$ cat src/rtl/mem_bus_ctrl_pkg.sv
// Shared definitions for the EX/MEM data-memory sequencer: mem_op fields,
// size codes, state encoding, byte-enable patterns and the alignment rule.
package mem_bus_ctrl_pkg;

   localparam int OP_VALID_BIT = 3;
   localparam int OP_UNS_BIT   = 2;
   localparam int TIMEOUT_DEF  = 255;

   typedef enum logic [1:0] {
      SZ_BYTE = 2'b00,
      SZ_HALF = 2'b01,
      SZ_WORD = 2'b10,
      SZ_RSVD = 2'b11
   } mem_size_e;

   typedef enum logic [1:0] {
      ST_IDLE = 2'b00,
      ST_REQ  = 2'b01,
      ST_RESP = 2'b10,
      ST_DONE = 2'b11
   } ctrl_state_e;

   localparam logic [3:0] BE_BYTE = 4'b0001;
   localparam logic [3:0] BE_HALF = 4'b0011;
   localparam logic [3:0] BE_WORD = 4'b1111;

   function automatic logic is_misaligned(input mem_size_e size, input logic [1:0] addr_lo);
      logic mis;
      case (size)
         SZ_HALF: mis = addr_lo[0];
         SZ_WORD: mis = (addr_lo != 2'b00);
         default: mis = 1'b0;
      endcase
      return mis;
   endfunction

endpackage

$ cat src/rtl/mem_bus_ctrl_if.sv
// Data-bus request/response bundle between the memory sequencer (master)
// and the data memory or interconnect (slave).
interface mem_bus_ctrl_if #(
   parameter int ADDR_WIDTH = 32,
   parameter int DATA_WIDTH = 32
);
   logic                  bus_req_out;
   logic                  bus_we_out;
   logic [ADDR_WIDTH-1:0] bus_addr_out;
   logic [3:0]            bus_be_out;
   logic [DATA_WIDTH-1:0] bus_wdata_out;
   logic                  bus_gnt_in;
   logic                  bus_rvalid_in;
   logic [DATA_WIDTH-1:0] bus_rdata_in;
   logic                  bus_err_in;

   modport master (
      output bus_req_out, bus_we_out, bus_addr_out, bus_be_out, bus_wdata_out,
      input  bus_gnt_in, bus_rvalid_in, bus_rdata_in, bus_err_in
   );

   modport slave (
      input  bus_req_out, bus_we_out, bus_addr_out, bus_be_out, bus_wdata_out,
      output bus_gnt_in, bus_rvalid_in, bus_rdata_in, bus_err_in
   );
endinterface

$ cat src/rtl/mem_bus_ctrl_lane_align.sv
// Combinational byte-lane logic: store byte enables and replication,
// load lane selection with sign/zero extension, and the misalignment flag.
module mem_lane_align
   import mem_bus_ctrl_pkg::*;
(
   input  mem_size_e   size_i,
   input  logic        uns_i,
   input  logic [1:0]  addr_lo_i,
   input  logic [31:0] wdata_i,
   input  logic [31:0] rdata_i,
   output logic [3:0]  be_o,
   output logic [31:0] wdata_o,
   output logic [31:0] ldata_o,
   output logic        misalign_o
);
   logic [7:0]  byte_s;
   logic [15:0] half_s;

   assign byte_s     = rdata_i[{addr_lo_i, 3'b000} +: 8];
   assign half_s     = rdata_i[{addr_lo_i[1], 4'b0000} +: 16];
   assign misalign_o = is_misaligned(size_i, addr_lo_i);

   // Lane steering per access size; the reserved size drives nothing onto the bus
   always_comb begin
      be_o    = 4'b0000;
      wdata_o = 32'h0000_0000;
      ldata_o = 32'h0000_0000;
      case (size_i)
         SZ_BYTE: begin
            be_o    = BE_BYTE << addr_lo_i;
            wdata_o = {4{wdata_i[7:0]}};
            ldata_o = {{24{byte_s[7] & ~uns_i}}, byte_s};
         end
         SZ_HALF: begin
            be_o    = BE_HALF << addr_lo_i;
            wdata_o = {2{wdata_i[15:0]}};
            ldata_o = {{16{half_s[15] & ~uns_i}}, half_s};
         end
         SZ_WORD: begin
            be_o    = BE_WORD;
            wdata_o = wdata_i;
            ldata_o = rdata_i;
         end
         default: begin
            be_o    = 4'b0000;
            wdata_o = 32'h0000_0000;
            ldata_o = 32'h0000_0000;
         end
      endcase
   end
endmodule

$ cat src/rtl/mem_bus_ctrl.sv
// Sequences the EX/MEM data access onto the req/gnt/rvalid bus, stalls the
// pipeline until it completes and returns extended load data or a fault pulse.
module mem_bus_ctrl
   import mem_bus_ctrl_pkg::*;
#(
   parameter int ADDR_WIDTH = 32,
   parameter int DATA_WIDTH = 32,
   parameter int TIMEOUT    = TIMEOUT_DEF
) (
   input  logic                  clk_in,
   input  logic                  reset_in,
   input  logic [ADDR_WIDTH-1:0] mem_addr_in,
   input  logic [DATA_WIDTH-1:0] mem_data_in,
   input  logic                  mem_we_in,
   input  logic [3:0]            mem_op_in,
   mem_bus_ctrl_if.master        bus,
   output logic                  stall_req_out,
   output logic [DATA_WIDTH-1:0] load_data_out,
   output logic                  load_valid_out,
   output logic                  fault_out
);
   localparam logic [7:0] TMO_CNT = 8'(TIMEOUT);

   ctrl_state_e           state_q;
   logic [7:0]            cnt_q;
   logic [1:0]            addr_lo_q;
   mem_size_e             size_q;
   logic                  uns_q;
   logic                  bus_req_q;
   logic                  bus_we_q;
   logic [ADDR_WIDTH-1:0] bus_addr_q;
   logic [3:0]            bus_be_q;
   logic [DATA_WIDTH-1:0] bus_wdata_q;
   logic [DATA_WIDTH-1:0] load_data_q;
   logic                  load_valid_q;
   logic                  fault_q;

   mem_size_e             sel_size_s;
   logic                  sel_uns_s;
   logic [1:0]            sel_addr_lo_s;
   logic [3:0]            be_s;
   logic [DATA_WIDTH-1:0] wdata_s;
   logic [DATA_WIDTH-1:0] ldata_s;
   logic                  misalign_s;
   logic                  access_bad_s;

   // IDLE decodes the live access; later states extract load data from the latched copy
   always_comb begin
      if (state_q == ST_IDLE) begin
         sel_size_s    = mem_size_e'(mem_op_in[1:0]);
         sel_uns_s     = mem_op_in[OP_UNS_BIT];
         sel_addr_lo_s = mem_addr_in[1:0];
      end else begin
         sel_size_s    = size_q;
         sel_uns_s     = uns_q;
         sel_addr_lo_s = addr_lo_q;
      end
   end

   assign access_bad_s = misalign_s | (sel_size_s == SZ_RSVD);

   mem_lane_align u_lane_align (
      .size_i     (sel_size_s),
      .uns_i      (sel_uns_s),
      .addr_lo_i  (sel_addr_lo_s),
      .wdata_i    (mem_data_in),
      .rdata_i    (bus.bus_rdata_in),
      .be_o       (be_s),
      .wdata_o    (wdata_s),
      .ldata_o    (ldata_s),
      .misalign_o (misalign_s)
   );

   // Sequencer state, wait counter and all registered outputs; handshakes beat the timeout
   always_ff @(posedge clk_in or negedge reset_in) begin
      if (!reset_in) begin
         state_q      <= ST_IDLE;
         cnt_q        <= 8'd0;
         addr_lo_q    <= 2'b00;
         size_q       <= SZ_BYTE;
         uns_q        <= 1'b0;
         bus_req_q    <= 1'b0;
         bus_we_q     <= 1'b0;
         bus_addr_q   <= '0;
         bus_be_q     <= 4'b0000;
         bus_wdata_q  <= '0;
         load_data_q  <= '0;
         load_valid_q <= 1'b0;
         fault_q      <= 1'b0;
      end else begin
         load_valid_q <= 1'b0;
         fault_q      <= 1'b0;
         load_data_q  <= '0;
         case (state_q)
            ST_IDLE: begin
               if (mem_op_in[OP_VALID_BIT]) begin
                  addr_lo_q <= mem_addr_in[1:0];
                  size_q    <= sel_size_s;
                  uns_q     <= mem_op_in[OP_UNS_BIT];
                  if (access_bad_s) begin
                     fault_q <= 1'b1;
                     state_q <= ST_DONE;
                  end else begin
                     cnt_q       <= 8'd0;
                     bus_req_q   <= 1'b1;
                     bus_we_q    <= mem_we_in;
                     bus_addr_q  <= {mem_addr_in[ADDR_WIDTH-1:2], 2'b00};
                     bus_be_q    <= be_s;
                     bus_wdata_q <= wdata_s;
                     state_q     <= ST_REQ;
                  end
               end else begin
                  state_q <= ST_IDLE;
               end
            end
            ST_REQ: begin
               if (bus.bus_gnt_in) begin
                  bus_req_q <= 1'b0;
                  state_q   <= bus_we_q ? ST_DONE : ST_RESP;
               end else if (cnt_q == TMO_CNT) begin
                  bus_req_q <= 1'b0;
                  fault_q   <= 1'b1;
                  state_q   <= ST_DONE;
               end else begin
                  cnt_q <= cnt_q + 8'd1;
               end
            end
            ST_RESP: begin
               if (bus.bus_rvalid_in) begin
                  state_q <= ST_DONE;
                  if (bus.bus_err_in) begin
                     fault_q <= 1'b1;
                  end else begin
                     load_valid_q <= 1'b1;
                     load_data_q  <= ldata_s;
                  end
               end else if (cnt_q == TMO_CNT) begin
                  fault_q <= 1'b1;
                  state_q <= ST_DONE;
               end else begin
                  cnt_q <= cnt_q + 8'd1;
               end
            end
            ST_DONE: state_q <= ST_IDLE;
            default: state_q <= ST_IDLE;
         endcase
      end
   end

   // Gated by reset so the stall also drops the instant reset asserts
   assign stall_req_out = reset_in &
                          (((state_q == ST_IDLE) & mem_op_in[OP_VALID_BIT]) |
                           (state_q == ST_REQ) | (state_q == ST_RESP));

   assign bus.bus_req_out   = bus_req_q;
   assign bus.bus_we_out    = bus_we_q;
   assign bus.bus_addr_out  = bus_addr_q;
   assign bus.bus_be_out    = bus_be_q;
   assign bus.bus_wdata_out = bus_wdata_q;
   assign load_data_out     = load_data_q;
   assign load_valid_out    = load_valid_q;
   assign fault_out         = fault_q;
endmodule
$ cat src/flat_wrapper.sv
// flat-port wrapper written by rule: the top's interface ports become plain ports
module mem_bus_ctrl_flat import mem_bus_ctrl_pkg::*;
#(
   parameter int ADDR_WIDTH = 32,
   parameter int DATA_WIDTH = 32,
   parameter int TIMEOUT    = TIMEOUT_DEF
)
  (clk_in, reset_in, mem_addr_in, mem_data_in, mem_we_in, mem_op_in, stall_req_out, load_data_out, load_valid_out, fault_out, bus_bus_req_out, bus_bus_we_out, bus_bus_addr_out, bus_bus_be_out, bus_bus_wdata_out, bus_bus_gnt_in, bus_bus_rvalid_in, bus_bus_rdata_in, bus_bus_err_in);
  mem_bus_ctrl_if #(.ADDR_WIDTH(ADDR_WIDTH), .DATA_WIDTH(DATA_WIDTH)) bus_i ();
  input  logic clk_in;
  input  logic reset_in;
  input  logic [ADDR_WIDTH-1:0] mem_addr_in;
  input  logic [DATA_WIDTH-1:0] mem_data_in;
  input  logic mem_we_in;
  input  logic [3:0] mem_op_in;
  output logic stall_req_out;
  output logic [DATA_WIDTH-1:0] load_data_out;
  output logic load_valid_out;
  output logic fault_out;
  output wire logic [$bits(bus_i.bus_req_out)-1:0] bus_bus_req_out;
  output wire logic [$bits(bus_i.bus_we_out)-1:0] bus_bus_we_out;
  output wire logic [$bits(bus_i.bus_addr_out)-1:0] bus_bus_addr_out;
  output wire logic [$bits(bus_i.bus_be_out)-1:0] bus_bus_be_out;
  output wire logic [$bits(bus_i.bus_wdata_out)-1:0] bus_bus_wdata_out;
  input wire logic [$bits(bus_i.bus_gnt_in)-1:0] bus_bus_gnt_in;
  input wire logic [$bits(bus_i.bus_rvalid_in)-1:0] bus_bus_rvalid_in;
  input wire logic [$bits(bus_i.bus_rdata_in)-1:0] bus_bus_rdata_in;
  input wire logic [$bits(bus_i.bus_err_in)-1:0] bus_bus_err_in;
  assign bus_bus_req_out = bus_i.bus_req_out;
  assign bus_bus_we_out = bus_i.bus_we_out;
  assign bus_bus_addr_out = bus_i.bus_addr_out;
  assign bus_bus_be_out = bus_i.bus_be_out;
  assign bus_bus_wdata_out = bus_i.bus_wdata_out;
  assign bus_i.bus_gnt_in = bus_bus_gnt_in;
  assign bus_i.bus_rvalid_in = bus_bus_rvalid_in;
  assign bus_i.bus_rdata_in = bus_bus_rdata_in;
  assign bus_i.bus_err_in = bus_bus_err_in;
  mem_bus_ctrl #(.ADDR_WIDTH(ADDR_WIDTH), .DATA_WIDTH(DATA_WIDTH), .TIMEOUT(TIMEOUT)) u_core (.clk_in(clk_in), .reset_in(reset_in), .mem_addr_in(mem_addr_in), .mem_data_in(mem_data_in), .mem_we_in(mem_we_in), .mem_op_in(mem_op_in), .bus(bus_i), .stall_req_out(stall_req_out), .load_data_out(load_data_out), .load_valid_out(load_valid_out), .fault_out(fault_out));
endmodule
$ cat config.mk
export PLATFORM = sky130hd
export DESIGN_NAME = mem_bus_ctrl_flat
export DESIGN_NICKNAME = d
export VERILOG_FILES = /design/src/rtl/mem_bus_ctrl_pkg.sv /design/src/rtl/mem_bus_ctrl_if.sv /design/src/rtl/mem_bus_ctrl_lane_align.sv /design/src/rtl/mem_bus_ctrl.sv /design/src/flat_wrapper.sv
export SDC_FILE = /design/constraint.sdc
export NUM_CORES = 1
export LEC_CHECK = 0
export ABC_AREA = 1
export CAP_MARGIN = 20
export CORE_MARGIN = 5
export CORE_UTILIZATION = 46
export DETAILED_ROUTE_END_ITERATION = 16
export PLACE_DENSITY = 0.85
export SLEW_MARGIN = 20
export SYNTH_ARGS = -nofsm -noshare
export SYNTH_HDL_FRONTEND = slang
export SYNTH_SLANG_ARGS = --single-unit
export TNS_END_PERCENT = 20
$ cat constraint.sdc
create_clock -name clk_in -period 3.44 [get_ports clk_in]
set_input_delay 0.516 -clock clk_in [delete_from_list [all_inputs] [get_ports clk_in]]
set_output_delay 0.516 -clock clk_in [all_outputs]
set_load 0.02 [all_outputs]
---- Yosys cells after proc, flatten, opt, wreduce, memory -nomap -nowiden ----
Cells that the tools add are included.
storage, ports and cells
  flip-flop bits (word level) ............. 117
  output and inout bits ................... 105
operators by class
  add/subtract/negate cells ............... 1
  eq/ne operators ......................... 12
  shifts and indexed selects .............. 4
  mux-type cells .......................... 38
  bitwise logic cells ..................... 9
  reductions and logical operators ........ 9
operators with widths
  cell                                                                     number
  32-bit case mux with 3 select lines                                      2
  32-bit 2-to-1 mux                                                        3
  8-bit 2-to-1 mux                                                         5
  32-bit by 6-bit variable part select with 16-bit output                  1
  32-bit by 6-bit variable part select with 8-bit output                   1
  8-bit case mux with 3 select lines                                       1
  1-bit 2-to-1 mux                                                         15
  2-bit 2-to-1 mux                                                         7
  4-bit case mux with 3 select lines                                       1
  8-bit by 1-bit adder with 8-bit output, second input constant            1
  2-bit equality test, second input constant                               4
  8-bit equality test, second input constant                               1
  2-bit inequality test, second input constant                             4
  2-bit case mux with 4 select lines                                       1
  5-bit AND reduction                                                      1
  1-bit bitwise AND                                                        4
  2-bit by 1-bit equality test with 1-bit output, second input constant    2
  2-bit logical NOT                                                        2
  1-bit case mux with 2 select lines                                       2
  4-bit AND reduction                                                      1
  2-bit nonzero test                                                       2
  1-bit by 2-bit << shifter with 4-bit output, first input constant        1
  2-bit by 2-bit << shifter with 4-bit output, first input constant        1
  3-bit by 2-bit inequality test with 1-bit output, second input constant  1
  other kinds (6)                                                          9

---- Logic depth before layout (Yosys ltp) ----
  depth after elaboration ................. 8
  depth in mapped cells ................... 17
  mapped depth without buffers ............ 14

---- Hierarchy ----
From an unflattened synthesis, not the netlist that was laid out.
second synthesis, totals
  cells, all modules ...................... 870
  area, all modules ....................... 6470.0 um^2
modules (own cells, without submodules)
  module          times used  cells an instance  area an instance (um^2)  seq. area each (um^2)
  mem_bus_ctrl    1           555                4877.2                   2927.8
  mem_lane_align  1           315                1592.8                   0.0

---- Worst setup path before layout ----
No wires, ideal clock.
  kind .................................... reg2reg
  start ................................... register u_core.state_q[0]
  end ..................................... register u_core.bus_wdata_q[27] (netlist: u_core.bus.bus_wdata_out[27])
  setup time .............................. 0.121 ns
  data arrival time ....................... 2.457 ns
  required time ........................... 3.319 ns
  setup slack ............................. 0.862 ns
  cell stages (with the launch flop) ...... 16
  path buffers ............................ 4
  clock period less this slack ............ 2.578 ns
  path through ............................ dfrtp_1 inv_1 ha_1 buf_6 o21ai_0 inv_1 ha_1 clkbuf_1 inv_1 nand2_1 nand3_2 nand4_4 buf_6 buf_4 nand2_1 o21ai_1
on the way
  word-level cells in the longest chain between the ends .. 7
  elaborated cells on any way between the ends .. 13
  those cells by class .................... eq/ne (3); mux (4); bitwise (2); reduce/logical (4)
ends and longest elaborated chain
  what                                                                                   RTL line                                               source
  from (decl)                                                                            mem_bus_ctrl.sv:24                                     ctrl_state_e state_q;
  from (signal assigned)                                                                 mem_bus_ctrl.sv:119                                    state_q <= bus_we_q ? ST_DONE : ST_RESP;
  2-bit logical NOT (*)                                                                  mem_bus_ctrl.sv:49                                     if (state_q == ST_IDLE) begin
  2-bit 2-to-1 mux (*)                                                                   mem_bus_ctrl.sv:49
  named net u_core.sel_size_s[0]                                                         mem_bus_ctrl.sv:38                                     mem_size_e sel_size_s;
  2-bit equality test or 2-bit by 1-bit equality test with 1-bit output (tied branches)  mem_bus_ctrl_pkg.sv:29, mem_bus_ctrl_lane_align.sv:28
  1-bit case mux with 2 select lines                                                     mem_bus_ctrl_pkg.sv:29                                 case (size)
  1-bit bitwise OR                                                                       mem_bus_ctrl.sv:60                                     assign access_bad_s = misalign_s | (sel_size_s == SZ_RSVD);
  1-bit inverter (no source line)                                                        n/a
  3-bit AND reduction (no source line)                                                   n/a
  to (signal assigned)                                                                   mem_bus_ctrl.sv:109                                    bus_wdata_q <= wdata_s;
  to (decl)                                                                              mem_bus_ctrl.sv:33                                     logic [DATA_WIDTH-1:0] bus_wdata_q;
Mark *: on every way through the listed nets, which the timed path passes. The rest lies on a longest branch.
A chain may end at the register's enable or synchronous reset.

---- Final worst setup path ----
  start ................................... register u_core.state_q[0]
  end ..................................... output port stall_req_out
on the way
  word-level cells in the longest chain between the ends .. 5
  elaborated cells on any way between the ends .. 7
  those cells by class .................... eq/ne (2); bitwise (4); reduce/logical (1)
ends and longest elaborated chain
  what                   RTL line             source
  2-bit logical NOT      mem_bus_ctrl.sv:152  (((state_q == ST_IDLE) & mem_op_in[OP_VALID_BIT]) |
  1-bit bitwise AND      mem_bus_ctrl.sv:152
  1-bit bitwise OR       mem_bus_ctrl.sv:152
  1-bit bitwise OR (*)   mem_bus_ctrl.sv:153  (state_q == ST_REQ) | (state_q == ST_RESP));
  1-bit bitwise AND (*)  mem_bus_ctrl.sv:151  assign stall_req_out = reset_in &
  to (decl)              flat_wrapper.sv:16   output logic stall_req_out;
Every way passes the cells marked *; elsewhere a longest branch is shown, timed or not.

==> flow_summary.yaml <==
place:
  place_inst: 1124
  dp_hpwl_um: 12640
  gp_congestion: 0.8602
  io_buffer_count: 208
final_layout:
  multi_input_area_um2: 2522
  nFillCells: 972
  num_antenna_cells: 0
  fin_nets: 1087
  drive_above_1_share_pct: 8.850
  fin_cells: 1155
  syn2layout_area_growth_pct: 47.76
  regArea_um2: 2928
outcome:
  status: "completed"
setup_path:
  slowest_delay_ns: 0.67
  critPathMaxFanout: 13
  worstPathRequired_ns: 2.92
  critPathLaunchType: "flip-flop"
  critPathCaptureType: "output pin"
  r2r_slack_ns: 0.43
  cp_slowest_cell: "clkdlybuf4s50_1"
  worstPathArrival_ns: 2.51
  crit_chain: "inv_1 -> ha_2 -> nand2_1 -> a21boi_0 -> clkdlybuf4s50_1"
  critPathKind: "reg -> out"
power_and_ir_drop:
  leakage_nw: 4.297
  ir_worst_vdd_uv: 520.8
  p_per_area_nw_per_um2: 923.6
grt:
  first_global_vias: 5695
  grt_use_total_pct: 23.80
  grt_remaining_overflow: 0
  grt_max_degree: 96
  antenna_found_initial: 0
  grt_pass1_wl_um: 28280
sta:
  min_period_ns: 3.025
  slew_viol_final: 0
  tightest_slew_ns: 0.7805
  clock.fmax_mhz: 330.6
  period_share_pct: 87.94
  finalSetupTns_ns: 0
  maxSlewHeadroom_pct: 47.97
  setup_violations: 0
  grt_setup_unrepaired: "false"
  hold_viol: 0
  skew_ns: 0.005481
die:
  initial_core_util_pct: 47.05
  rows: 41
  die_area_um2: 15340
  core_region_area_um2: 12670
  die_w_um: 123.8
  die_h_um: 123.8
  io_pins: 211
cts:
  cts_buffer_depth: 2
  numCtsBuffers: 17
  cts_tree: "yes"
  cts_setup_buffers: 0
  cts.sinks: 117
  ctsHtreeMaxLevel: 4
  cts-root-buf: "clkbuf_16"
  path_clk_slew_ns: 0.05
  clk_latency_ns: 0.41
drt:
  via_count: 5746
  vias_per_cell: 4.975
  drt-total-wl_um: 17770
  drc_errors: 0
  drt-pass1-iter-count: 5
  dr.first_iter.drc_count: 521
  routedWlPerCell_um: 15.38
  ant_nets: 0
logic_synthesis:
  synth-seq-cells: 117
  synth_cells: 765
  synth.distinct_cells: 36
  yosysMostFrequentCell: "nand2_1"
  syn_avg_cell_area_um2: 7.793
  yosysWarningCount: 0
  yosys_most_used_dff: "dfrtp_1"
  synth_edf_count: 0
  synth_area_um2: 5962
  synth_top_area_share_pct: 49.11
  yosysTopAreaCell: "dfrtp_1"
  ys_seq_area_share_pct: 49.11
  synthTopCellsByArea: "dfrtp_1, nand2_1, inv_1, o21ai_0, a21oi_2"
  synth_top_cells_by_count: "nand2_1, dfrtp_1, inv_1"
  async_reset_ff_share_pct: 100.0
run:
  cap_violations: 0
worst_hold_path:
  hold_class: "in -> async"
==> layout by cell type (no fill, tap or decap), types with 2 or more instances in the layout <==
| cell type | netlist | layout |
|---|---|---|
| clkbuf_16 | 0 | 17 |
| o21ai_1 | 12 | 12 |
| clkbuf_8 | 0 | 2 |
| bufinv_16 | 0 | 6 |
| a21oi_1 | 26 | 26 |
| inv_1 | 75 | 75 |
| o22ai_1 | 11 | 11 |
| nand3_2 | 2 | 2 |
| nand2_4 | 2 | 2 |
| nor3_1 | 6 | 6 |
| conb_1 | 1 | 2 |
| nor2_1 | 20 | 20 |
| nand2_1 | 317 | 317 |
| clkdlybuf4s50_1 | 0 | 207 |
| nand3_1 | 26 | 26 |
| o221ai_1 | 2 | 2 |
| clkbuf_1 | 11 | 3 |
| clkinv_2 | 0 | 2 |
| buf_4 | 10 | 13 |
| o211ai_1 | 4 | 4 |
| dfrtp_1 | 117 | 117 |
| or2_2 | 3 | 3 |
| o21ai_0 | 52 | 52 |
| nand2_2 | 7 | 7 |
| inv_2 | 4 | 4 |
| a21oi_2 | 20 | 20 |
| a31oi_1 | 2 | 2 |
| ha_1 | 10 | 9 |
==> power breakdown <==
group          leakage, nW  internal, W  switching, W
sequential            1.54      0.00181      0.000228
clock                0.324      0.00139      0.000602
combinational         2.44      0.00154       0.00257
total                 4.30      0.00474       0.00340
==> critical path: cells and delay by family, from the launching register on <==
kind            cells  cell delay (ns)
fa+ha+maj           1             0.36
simple gates        1             0.26
compound gates      1             0.28
buf+inv             2             0.79
flops               1             0.40
==> logic make-up (layout without fill, tap and decap cells) <==
group	count (synthesis)	count (layout)	share of synthesized area, %
flip-flops	117	117	49.11
AO/OA/AOI/OAI	134	134	13.45
buffers and inverters	115	332	8.688
AND/OR/NAND/NOR	388	388	26.59
adder cells (fa/ha/maj)	10	10	2.099
other	1	2	0.06290
==> registers in the layout, indices dropped and copies added, names as in the netlist <==
| register | flops |
|---|---|
| u_core.addr_lo_q | 2 |
| u_core.cnt_q | 8 |
| u_core.load_data_out | 32 |
| u_core.state_q | 2 |
| u_core.bus.bus_addr_out | 30 |
| u_core.load_valid_out | 1 |
| u_core.bus.bus_wdata_out | 32 |
| u_core.size_q | 2 |
| u_core.bus.bus_be_out | 4 |
| u_core.bus.bus_req_out | 1 |
| u_core.uns_q | 1 |
| u_core.fault_out | 1 |
| u_core.bus.bus_we_out | 1 |
==> repair_timing <==
item | in CTS | in global routing
hold buffers | 0 | 0
gates resized for setup | 0 | 2
endpoints found under the hold margin | 0 | 0
setup endpoints to repair | 0 | 69
==> path summary, 6_finish.rpt <==
path,start,endpoint,cells past startpoint
min in group clk_in,u_core.bus.bus_req_out,u_core.bus.bus_req_out,2
worst max-delay path,u_core.state_q[0],stall_req_out,5
worst min register to register,u_core.bus.bus_req_out,u_core.bus.bus_req_out,2
worst max register to register,u_core.state_q[0],u_core.load_data_out[4],13
max in group asynchronous,reset_in,u_core.bus.bus_wdata_out[23],3
worst min-delay path,reset_in,u_core.cnt_q[1],2
==> layout make-up <==
class                      instances  area share (%)
tap                              172           2.443
clock buffer                      22           5.269
multi-input combinational        534           28.63
sequential                       117           33.23
clock inverter                     9           2.258
timing repair buffer             221           24.75
inverter                          80           3.409
==> stage by stage <==
| step | instance area (µm²) | setup slack [ns] | total power [W] | utilization, % | hold WS (ns) |
|---|---|---|---|---|---|
| 2_1_floorplan | 5966 | 0.8623 | 0.004691 | - | 0.2204 |
| 3_3_place_gp | 8140 | 0.4108 | 0.006041 | 64.24 | 0.4542 |
| 3_5_place_dp | 8140 | 0.1812 | 0.006123 | 64.24 | 0.4609 |
| 5_1_grt | 8810 | 0.1444 | 0.008744 | 69.53 | 0.3218 |
| 6_report | 8810 | 0.4150 | 0.008137 | 69.53 | 0.2475 |
| 4_1_cts | 8803 | 0.1273 | 0.008170 | 69.48 | 0.2826 |
==> routing by layer <==
metal,vias up,GRT usage [%],routed length (µm)
li1,2829,-,-
met1,2653,30.89,7209
met2,233,38.15,8594
met3,31,6.403,1550
met4,0,8.927,412
met5,-,0,0
Note: power is estimated with default switching activity, not from simulation.
